`src/rtl/seg_scan_n.sv`:
```
// seg_scan_n: multiplexes N_DIG latched digits onto an active-low segment bus with PWM brightness and leading-zero suppression
module seg_scan_n #(
    parameter int N_DIG    = 4,
    parameter int DIV_LOG2 = 16,
    parameter int BR_W     = 4
) (
    input  logic                 CLK_seg,
    input  logic                 RST_n,
    input  logic                 en,
    input  logic [4*N_DIG-1:0]   digits_in,
    input  logic [N_DIG-1:0]     dp_in,
    input  logic [N_DIG-1:0]     blank_in,
    input  logic                 hex_mode,
    input  logic                 lz_supp,
    input  logic [BR_W-1:0]      bright,
    output logic [7:0]           data_out,
    output logic [N_DIG-1:0]     seg_sel,
    output logic                 frame_tick
);
    localparam int IW = $clog2(N_DIG);
    logic [DIV_LOG2-1:0] pre_cnt;
    logic [IW-1:0]       idx;
    logic [4*N_DIG-1:0]  dig_q, eff_dig;
    logic [N_DIG-1:0]    dp_q, blank_q, eff_dp, eff_blank, supp, nxt_sel;
    logic                hex_q, lz_q, eff_hex, eff_lz, start, lit, lead;
    logic [BR_W-1:0]     br_q, eff_br;
    logic [3:0]          code;
    logic [6:0]          seg;
    logic [7:0]          nxt_data;

    function automatic logic [6:0] dec(input logic [3:0] c, input logic hex);
        case (c)
            4'd0:    dec = 7'h40;
            4'd1:    dec = 7'h79;
            4'd2:    dec = 7'h24;
            4'd3:    dec = 7'h30;
            4'd4:    dec = 7'h19;
            4'd5:    dec = 7'h12;
            4'd6:    dec = 7'h02;
            4'd7:    dec = 7'h78;
            4'd8:    dec = 7'h00;
            4'd9:    dec = 7'h10;
            4'd10:   dec = hex ? 7'h08 : 7'h7F;
            4'd11:   dec = hex ? 7'h03 : 7'h7F;
            4'd12:   dec = hex ? 7'h46 : 7'h7F;
            4'd13:   dec = hex ? 7'h21 : 7'h7F;
            4'd14:   dec = 7'h06;
            default: dec = hex ? 7'h0E : 7'h7F;
        endcase
    endfunction

    // First slot of a frame decodes the values being latched so the whole frame is coherent
    assign start     = (idx == IW'(N_DIG - 1)) && (pre_cnt == '0);
    assign eff_dig   = start ? digits_in : dig_q;
    assign eff_dp    = start ? dp_in : dp_q;
    assign eff_blank = start ? blank_in : blank_q;
    assign eff_hex   = start ? hex_mode : hex_q;
    assign eff_lz    = start ? lz_supp : lz_q;
    assign eff_br    = start ? bright : br_q;

    always_comb begin
        lead = eff_lz;
        supp = '0;
        for (int i = N_DIG - 1; i >= 0; i--) begin
            lead    = lead && (eff_dig[4*i +: 4] == 4'd0) && !eff_dp[i];
            supp[i] = lead && (i != 0);
        end
    end

    assign code     = eff_dig[4*idx +: 4];
    assign seg      = dec(code, eff_hex);
    assign lit      = pre_cnt[DIV_LOG2-1 -: BR_W] <= eff_br;
    assign nxt_sel  = lit ? {{(N_DIG-1){1'b0}}, 1'b1} << idx : '0;
    assign nxt_data = (!lit || eff_blank[idx] || supp[idx]) ? 8'hFF : {~eff_dp[idx], seg};

    always_ff @(posedge CLK_seg) begin
        if (!RST_n || !en) begin
            pre_cnt    <= '0;
            idx        <= IW'(N_DIG - 1);
            dig_q      <= '0;
            dp_q       <= '0;
            blank_q    <= '0;
            hex_q      <= 1'b0;
            lz_q       <= 1'b0;
            br_q       <= '0;
            data_out   <= 8'hFF;
            seg_sel    <= '0;
            frame_tick <= 1'b0;
        end else begin
            pre_cnt    <= pre_cnt + 1'b1;
            if (&pre_cnt)
                idx <= (idx == '0) ? IW'(N_DIG - 1) : idx - 1'b1;
            if (start) begin
                dig_q   <= digits_in;
                dp_q    <= dp_in;
                blank_q <= blank_in;
                hex_q   <= hex_mode;
                lz_q    <= lz_supp;
                br_q    <= bright;
            end
            data_out   <= nxt_data;
            seg_sel    <= nxt_sel;
            frame_tick <= start;
        end
    end
endmodule

```
`config.mk`:
```
export PLATFORM = sky130hd
export DESIGN_NAME = seg_scan_n
export DESIGN_NICKNAME = d
export VERILOG_FILES = /design/src/rtl/seg_scan_n.sv
export SDC_FILE = /design/constraint.sdc
export NUM_CORES = 1
export LEC_CHECK = 0
export ABC_AREA = 1
export ABC_CLOCK_PERIOD_IN_PS = 2700
export BUFFER_PORTS_ARGS = -buffer_cell sky130_fd_sc_hd__buf_2
export CAP_MARGIN = 10
export CELL_PAD_IN_SITES_DETAIL_PLACEMENT = 0
export CELL_PAD_IN_SITES_GLOBAL_PLACEMENT = 2
export CORE_MARGIN = 1
export CORE_UTILIZATION = 28
export DETAILED_ROUTE_END_ITERATION = 8
export PLACE_DENSITY = 0.78
export SLEW_MARGIN = 20
export SYNTH_ARGS = -nofsm -noshare
export SYNTH_HDL_FRONTEND = slang
export SYNTH_SLANG_ARGS = --single-unit
export TNS_END_PERCENT = 100
```
`constraint.sdc`:
```
create_clock -name CLK_seg -period 2.7 [get_ports CLK_seg]
set_input_delay 0.27 -clock CLK_seg [delete_from_list [all_inputs] [get_ports CLK_seg]]
set_output_delay 0.27 -clock CLK_seg [all_outputs]
set_load 0.01 [all_outputs]
```
==> results.tsv, run 1 <==
metric	value	unit
status	complete, but fails checks	
failed_checks	negative setup slack	
core_area	0.0108	mm^2
mostFrequentLayoutCell	nand2_1	
antenna_found_initial	0	
hp-class	in2reg	
start_kind	flop	
first_pass_iters	4	
finalSetupViolCount	4	
seq_area_frac_synth	39.2	%
synthTopCellsByArea	dfxtp_1 (39%), nand2_1 (12%), nand3_1 (9.3%)	
syn_area	0.00312	mm^2
yosys_warnings	0	
worstSkewPairLatency	0.34	ns
start_util	28.8	%
most-common-layout-cells	nand2_1 (97), dfxtp_1 (57), inv_1 (55), nand3_1 (55), nor2_1 (53)	
grt_use_total	15.7	%
cts_tree	yes	
grt_pass1_wl	14.1	mm
yosysTopAreaCell	dfxtp_1	
clock_path_buffers	2	
dp_hpwl	6.17	mm
slowest_delay	0.37	ns
power_leakage	1.86	nW
vdd_drop_max	0.259	mV
area_delta_synth_final	29.4	%
regToRegEndpoint	data_out[6]	
vias	3043	
std_cell_rows	38	
io-pin-count	46	
ant_nets	0	
synthCells	459	
worst_pin_slew	0.514	ns
synth.distinct_cells	34	
p_per_area	508	mW/mm^2
cp_num_buf_inv	1	
slew_viol_final	0	
nets	580	
timing.rr.start	idx[1]	
cts_buffers	9	
period_share	101	%
gp_congestion	0.814	
tns	-0.0756	ns
worstPathRequired	2.92	ns
hold_start	dp_in[0]	
wl_per_cell	12.5	um
portBuffers	45	
slew-limit-headroom	65.7	%
hold_end	dp_q[0]	
r2r_setup_slack	-0.02	ns
drt_iter0_drc	109	
cap_violations	0	
htreeDepth	3	
setup_slack	-0.0225	ns
cp.arrival	2.94	ns
period_minus_slack	2.72	ns
worstPathMaxFanout	6	
grt_start_max_net_pins	44	
placed_cell_area	0.00364	mm^2
clock_skew	0.0159	ns
critPathTopFamily	simple AND/OR/NAND/NOR gates	
die_w	108	um
crit_path_top_delay_cell	dfxtp_2	
grt-ovfl-total	0	
path_cells	ha_4 > inv_2 > nor2_2 > nand2_2 > nor2_4 > nand2_4 > mux2i_4 > ha_4 > a21oi_2 > o211ai_1 > o21ai_1 > and2_4 > nand2_4 > nor3b_4 > nand2_2 > a21oi_4 > nand3_1	
die_y	108	um
holdPathStages	3	
die_area	0.0116	mm^2
worstSetupPathType	reg2reg	
syn_avg_cell_area	6.79	um^2
drc_errors	0	
clkTransAtPathRegs	0.08	ns
hold_viol	0	
cts_sinks	61	
finalInstanceArea	0.00403	mm^2
routed_wl	8.54	mm
rsz0062_at_grt	true	
synth_top_area_share	39.2	%
drive_gt1_share	27.4	%
n_antenna_cell	0	
max_freq	367	MHz
syn-num-nets	500	
cts-root-buf	clkbuf_8	
worstSetupEndpointType	flop	
grt_pass1_vias	2883	
via_per_inst	4.45	
ys_ff_latch	61	
reg2regPathDepth	17	
==> where the power goes <==
| group | total [W] | switching (W) | internal, W |
|---|---|---|---|
| logic | 0.000368 | 0.000223 | 0.000146 |
| clock network | 0.000739 | 0.000403 | 0.000336 |
| registers | 0.000942 | 0.00000943 | 0.000933 |
| total | 0.00205 | 0.000635 | 0.00141 |
==> final cells by class <==
class                   count  area [um^2]
clock buffers               9          124
multi-input cells         321         1720
inverters                  67          255
well taps                 140          175
repair buffers             79          484
flip-flops and latches     61         1230
clock inverters             7         51.3
fillers                  1206         6810
==> cell families (layout without fill, tap and decap cells) <==
family / Yosys count / after routing / share of synthesized area (%)
AO/OA/AOI/OAI: 55 / 55 / 9.35
AND/OR/NAND/NOR: 252 / 252 / 36.3
buffers and inverters: 77 / 162 / 10.1
multiplexers: 4 / 4 / 1.28
XOR/XNOR: 2 / 2 / 0.562
adder cells (fa/ha/maj): 8 / 8 / 3.21
flip-flops: 61 / 61 / 39.2
==> Yosys cell counts <==
library cell,n
a211oi_1,1
a21oi_1,31
a21oi_2,1
a31oi_1,1
and2_1,1
buf_2,2
buf_4,2
buf_6,2
clkbuf_1,4
clkinv_1,2
dfxtp_1,61
ha_1,8
inv_1,60
inv_2,5
mux2i_1,4
nand2_1,100
nand2_2,7
nand2_4,2
nand3_1,58
nand3_2,1
nand3b_1,1
nand4_1,3
nor2_1,57
nor2_2,5
nor2_4,3
nor3_1,12
nor3b_2,1
nor4_1,1
o211ai_1,1
o21a_1,2
o21ai_0,17
o22ai_1,1
xnor2_1,1
xor2_1,1
==> tightest hold or removal path, cell delays in order <==
cell and delay, ns:
buf_2 0.08, mux2i_1 0.06, nor2_1 0.08
==> through the flow <==
stage	power (W)	util (%)	std cells	hold WS, ns	worst slack (ns)
2_1_floorplan	0.00119	-	459	0.407	-0.0651
3_3_place_gp	0.00129	33.6	658	0.457	-0.0612
6_report	0.00205	37.2	684	0.194	-0.0225
4_1_cts	0.00206	36.1	680	0.183	-0.0931
3_5_place_dp	0.00129	33.6	658	0.463	-0.201
5_1_grt	0.00217	37.2	684	0.198	-0.194
==> registers in the layout, summed over array words and instances (netlist names), 2 cells and up <==
name and flops:
pre_cnt 16, idx 2, dp_q 4, br_q 4, blank_q 4, dig_q 16
data_out 8, seg_sel 4
==> worst max-delay path by stage <==
| stage | startpoint | end | slack (ns) | depth (start not counted) |
|---|---|---|---|---|
| floorplan | idx[1] | data_out[4] | -0.07 | 19 |
| global placement | pre_cnt[0] | data_out[1] | -0.06 | 18 |
| detailed placement | idx[0] | data_out[4] | -0.20 | 17 |
| CTS | pre_cnt[1] | data_out[4] | -0.09 | 18 |
| global route | idx[1] | data_out[5] | -0.19 | 17 |
| finish | idx[1] | data_out[6] | -0.02 | 17 |
==> layer usage <==
metal  track usage (%)  up-vias  wire length (um)
met2              24.3       51              3720
met3              3.51        2               361
met5                 0        -                 0
met4              3.82        0                37
met1              22.0     1358              4420
li1                  -     1632                 -
==> what timing repair did <==
action,4_1_cts,5_1_grt
resized for setup,17,21
gates cloned,0,0
endpoints found under the setup margin,7,8
buffers inserted,6,4
hold buffers,0,0
pin swaps,13,21
No activity file was read; power rests on OpenSTA's default activity.
==> run 2, diff against run 1 <==
SKIP_CTS_REPAIR_TIMING = 1   (was unset)
==> run 2 against run 1 <==
Against the previous run:
- the run still ends with negative setup slack left
- combinational power is 4% lower
- design area is 2.0% lower
- clock power is 0.8% lower
- sequential power hardly changed
- sequential share of layout area is 0.64 points higher
- global-route usage is 0.30 points lower
- wire length is 1.7% lower
- first-iteration DRC count is 4.6% higher
- die area stayed put
- worst setup slack better by 0.022 ns
- largest power group unchanged
- cell count is 1.2% lower
- highest routed layer unchanged
==> results.tsv, run 2 (synthesized netlist as in run 1, its figures left out) <==
metric	value	unit	change
io-pin-count	46		unchanged
slew-limit-headroom	66.5	%	+0.78 points
grt_use_total	15.4	%	-0.30 points
core_area	0.0108	mm^2	unchanged
met1_length	4.19	mm	-5.3%
worstPathMaxFanout	6		unchanged
period_minus_slack	2.70	ns	-0.0221 ns
gp_congestion	0.814		unchanged
hp-class	in2reg		
cts_tree	yes		
comb_power_share	17.5	%	-0.5 points
vias	3017		-0.85%
mostFrequentLayoutCell	nand2_1		
top_regs	dig_q (16), pre_cnt (16), data_out (8)		
power_leakage	1.83	nW	-2.1%
clkTransAtPathRegs	0.08	ns	about the same
die_area	0.0116	mm^2	unchanged
p_per_area	513	mW/mm^2	+1.1%
status	complete, but fails checks		
clock_skew	0.0139	ns	-0.00201 ns
holdPathStages	3		unchanged
r2r_setup_slack	-0.0004	ns	+0.02 ns
fillCellCount	1212		+0.50%
most-common-layout-cells	nand2_1 (97), dfxtp_1 (57), inv_1 (56)		
start_kind	flop		
worst_pin_slew	0.502	ns	-0.0117 ns
drive_gt1_share	25.6	%	-1.8 points
met3WireLength	503	um	+39%
worstSetupEndpointType	flop		
worstSkewPairLatency	0.34	ns	about the same
tns	-0.000425	ns	+0.0752 ns
finalSetupViolCount	1		-3
grt_pass1_wl	13.8	mm	-2.0%
hold_end	dp_q[0]		
htreeDepth	3		unchanged
std_cell_rows	38		unchanged
drt_iter0_drc	114		+4.6%
p_seq_share	46.4	%	+0.4 points
worstPathRequired	2.91	ns	about the same
dp_hpwl	6.17	mm	unchanged
setup_slack	-0.000425	ns	+0.0221 ns
grt-ovfl-total	0		unchanged
holdWs	0.193	ns	-0.000930 ns
die_w	108	um	unchanged
start_util	28.8	%	unchanged
clock_path_buffers	2		unchanged
cts_buffers	9		unchanged
nets	572		-1.4%
hold_viol	0		unchanged
reg2regPathDepth	18		+1
post-place-ws	-0.201	ns	unchanged
drc_errors	0		unchanged
ant_nets	0		unchanged
vdd_drop_max	0.243	mV	-6.0%
cts_sinks	61		unchanged
top_layer	met4		
n_antenna_cell	0		unchanged
die_y	108	um	unchanged
failed_checks	negative setup slack		
worstSetupPathType	reg2reg		
via_per_inst	4.46		+0.32%
rsz0062_at_grt	true		
timing.rr.start	pre_cnt[1]		
max_freq	370	MHz	+0.82%
antenna_found_initial	0		unchanged
routed_wl	8.39	mm	-1.7%
wl_met2	3.67	mm	-1.6%
p_sw	0.000625	W	-1.5%
slew_viol_final	0		unchanged
grt_pass1_vias	2833		-1.7%
hold_start	dp_in[0]		
area_delta_synth_final	26.8	%	
portBuffers	45		unchanged
total_power	0.00203	W	-0.98%
swShare	30.8	%	-0.15 points
first_pass_iters	4		unchanged
regToRegEndpoint	data_out[4]		
cap_violations	0		unchanged
cts-root-buf	clkbuf_8		
cp.arrival	2.91	ns	-0.03 ns
wl_per_cell	12.4	um	-0.57%
period_share	100	%	-0.82 points
intPower	0.00140	W	-0.76%
p_clk_share	36.1	%	about the same
grt_start_max_net_pins	44		unchanged
-- run 2: how the worst max path moves through the flow --
stage,slack (ns),endpoint,startpoint
after floorplan,-0.07,data_out[4],idx[1]
after global placement,-0.06,data_out[1],pre_cnt[0]
after detailed placement,-0.20,data_out[4],idx[0]
after CTS,-0.23,data_out[4],idx[0]
after global routing,-0.18,data_out[4],pre_cnt[1]
final,-0.0004,data_out[4],pre_cnt[1]
-- run 2: per-stage QoR --
step	utilization, %	instance area (um^2)	instances
2_1_floorplan	-	3120	459
3_3_place_gp	33.6	3640	658
3_5_place_dp	33.6	3640	658
4_1_cts	35.2	3810	674
5_1_grt	36.4	3950	676
6_report	36.4	3950	676
-- run 2: cell type report --
type                            count  area [um^2]  area share [%]
Clock inverter                      7         51.3            1.30
Tap cell                          140          175            4.43
Inverter                           67          251            6.36
Sequential cell                    61         1230            31.0
Timing Repair Buffer               71          420            10.6
Clock buffer                        9          124            3.13
Multi-Input combinational cell    321         1700            43.1
-- run 2: per-layer routing --
layer	up-vias	track usage (%)
li1	1622	-
met1	1333	21.8
met2	60	23.5
met3	2	3.51
met4	0	3.82
met5	-	0
-- run 2: power groups by stage --
stage | Clock, W | Sequential [W] | Combinational, W
global placement | 0 | 0.000961 | 0.000330
CTS | 0.000765 | 0.000941 | 0.000331
detailed placement | 0 | 0.000962 | 0.000330
floorplan | 0 | 0.000968 | 0.000220
global route | 0.000810 | 0.000946 | 0.000403
finish | 0.000733 | 0.000942 | 0.000354
-- run 2: critical path, cell delays in order (launching register included) --
cell and delay (ns):
dfxtp_2 0.33, inv_2 0.06, ha_4 0.12, inv_2 0.03, nor2_2 0.08, nand2_2 0.08, nor2_4 0.15, nand2_4 0.12
mux2i_4 0.22, ha_4 0.24, a21oi_2 0.13, o211ai_1 0.09, o21ai_1 0.08, and2_4 0.17, nand2_4 0.05, nor3b_4 0.26
nand2_2 0.10, a21oi_4 0.16, nand3_1 0.10
==> run 3, diff against run 2 <==
CORE_ASPECT_RATIO = 0.75   (was unset)
==> run 3 against run 2 <==
Against the previous run:
- the run still ends with negative setup slack left
- first-iteration DRC count increased by 30%
- cell count fell by 0.30%
- sequential cell count unchanged
- non-clock buffer count grew 2
- sequential share of layout area is 1.1 points lower
- register-to-register slack got worse by 0.02 ns
- largest cell class unchanged
- combinational power is essentially flat
==> results.tsv, run 3 (synthesized netlist as in run 1, its figures left out) <==
metric	value	unit	change
antenna_found_initial	0		unchanged
worstSetupPathType	reg2reg		
drt_iter0_drc	148		+30%
grt_start_max_net_pins	44		unchanged
holdWs	0.215	ns	+0.0212 ns
vdd_drop_max	0.369	mV	+52%
path_cells	inv_2 > ha_4 > inv_2 > nor2_2 > nand2_2 > nor2_4 > nand2_4 > mux2i_2 > ha_1 > a21oi_2 > o211ai_1 > o21ai_1 > and2_4 > nand2_4 > nor3b_4 > nand2_2 > a21oi_4 > nand3_1		
crit_path_top_delay_cell	dfxtp_2		
clkTransAtPathRegs	0.06	ns	-0.02 ns
cp_num_buf_inv	2		unchanged
dp_hpwl	6.56	mm	+6.3%
period_share	101	%	+0.87 points
grt_pass1_wl	14.3	mm	+3.2%
post-place-ws	-0.104	ns	+0.0964 ns
start_kind	flop		
finalInstanceArea	0.00409	mm^2	+3.5%
std_cell_rows	32		-16%
worstPathRequired	2.91	ns	about the same
ant_nets	0		unchanged
cts_tree	yes		
globalRouteMet3Util	5.37	%	+1.9 points
cts-root-buf	clkbuf_16		
die_w	124	um	+15%
n_antenna_cell	0		unchanged
grt_use_total	16.7	%	+1.3 points
first_pass_iters	4		unchanged
critPathTopFamily	simple AND/OR/NAND/NOR gates		
gp_congestion	0.809		-0.66%
hold_viol	0		unchanged
drive_gt1_share	24.7	%	-0.84 points
routed_wl	8.64	mm	+2.9%
tns	-0.0638	ns	-0.0633 ns
worstSetupEndpointType	flop		
finalSetupViolCount	4		+3
slew-limit-headroom	66.9	%	+0.43 points
cap_violations	0		unchanged
p_per_area	646	mW/mm^2	+26%
start_util	29.5	%	+0.74 points
die_y	93.4	um	-13%
die_area	0.0116	mm^2	about the same
wl_per_cell	12.8	um	+3.2%
cp.arrival	2.94	ns	+0.03 ns
period_minus_slack	2.72	ns	+0.0236 ns
cts_buffers	9		unchanged
core_area	0.0106	mm^2	-2.5%
drc_errors	0		unchanged
slew_viol_final	0		unchanged
area_delta_synth_final	31.3	%	
htreeDepth	3		unchanged
multiInputGateArea	0.00166	mm^2	-2.4%
cts_sinks	61		unchanged
portBuffers	45		unchanged
use_met1	24.2	%	+2.5 points
worstSkewPairLatency	0.33	ns	about the same
setup_slack	-0.0240	ns	-0.0236 ns
gr-max-usage-layer	met1		
clock_skew	0.00886	ns	-0.00506 ns
max_freq	367	MHz	-0.86%
fillCellCount	1150		-5.1%
failed_checks	negative setup slack		
rsz0062_at_grt	true		
grt-ovfl-total	0		unchanged
hp-class	in2reg		
io-pin-count	46		unchanged
grt_pass1_vias	2922		+3.1%
worstPathMaxFanout	6		unchanged
placed_cell_area	0.00365	mm^2	+0.28%
slowest_delay	0.32	ns	about the same
most-common-layout-cells	nand2_1 (97), dfxtp_1 (58), inv_1 (57)		
via_per_inst	4.48		+0.33%
clock_path_buffers	2		unchanged
status	complete, but fails checks		
top_regs	dig_q (16), pre_cnt (16), data_out (8)		
use_met2	23.1	%	-0.48 points
worst_pin_slew	0.496	ns	-0.00648 ns
mostFrequentLayoutCell	nand2_1		
nets	574		+0.35%
power_leakage	1.91	nW	+4.7%
vias	3018		+0.033%
total_power	0.00264	W	+30%
seq_area	0.00122	mm^2	-0.10%
## run 3: cell types whose count changed in the layout (fill, tap and decap cells not counted), moves of 2 or more
cell,previous run,this run
clkbuf_16,0,9
mux2i_1,1,3
bufinv_16,0,3
clkinv_4,2,0
clkinv_2,2,0
mux2i_4,2,0
clkbuf_8,9,0
buf_4,26,28
## run 3: path summary, 6_finish.rpt
path | start | endpoint | slack (ns) | cells past startpoint
worst min-delay path | dp_in[0] | dp_q[0] | 0.21 | 3
worst max register to register | pre_cnt[1] | data_out[5] | -0.02 | 18
worst min register to register | dig_q[0] | dig_q[0] | 0.47 | 2
worst max-delay path | pre_cnt[1] | data_out[5] | -0.02 | 18
## run 3: power by group
group / internal, W / switching, W
combinational: 0.000132 / 0.000221
sequential: 0.000934 / 0.00000988
clock: 0.000904 / 0.000441
total: 0.00197 / 0.000672
## run 3: stage by stage
| step | util (%) | std cells |
|---|---|---|
| final | 38.7 | 674 |
| after global routing | 38.7 | 674 |
| after global placement | 34.5 | 656 |
| after detailed placement | 34.5 | 656 |
| after floorplan | - | 459 |
| after CTS | 37.8 | 672 |
## run 3: cell type report
class	instances	area share, %
multi-input combinational	321	40.6
sequential	61	29.9
timing repair buffer	73	10.6
inverter	67	6.15
clock buffer	9	5.50
tap	136	4.16
clock inverter	7	2.97
## run 3: tightest hold or removal path: cells and delay by family
kind	cells	cell delay, ns
simple gates	1	0.09
mux	1	0.08
buf+inv	1	0.07
## run 3: layer usage
layer,vias to the layer above,wire length [um]
met2,63,3330
met3,7,444
met1,1329,4790
met4,0,77
li1,1619,-
met5,-,0
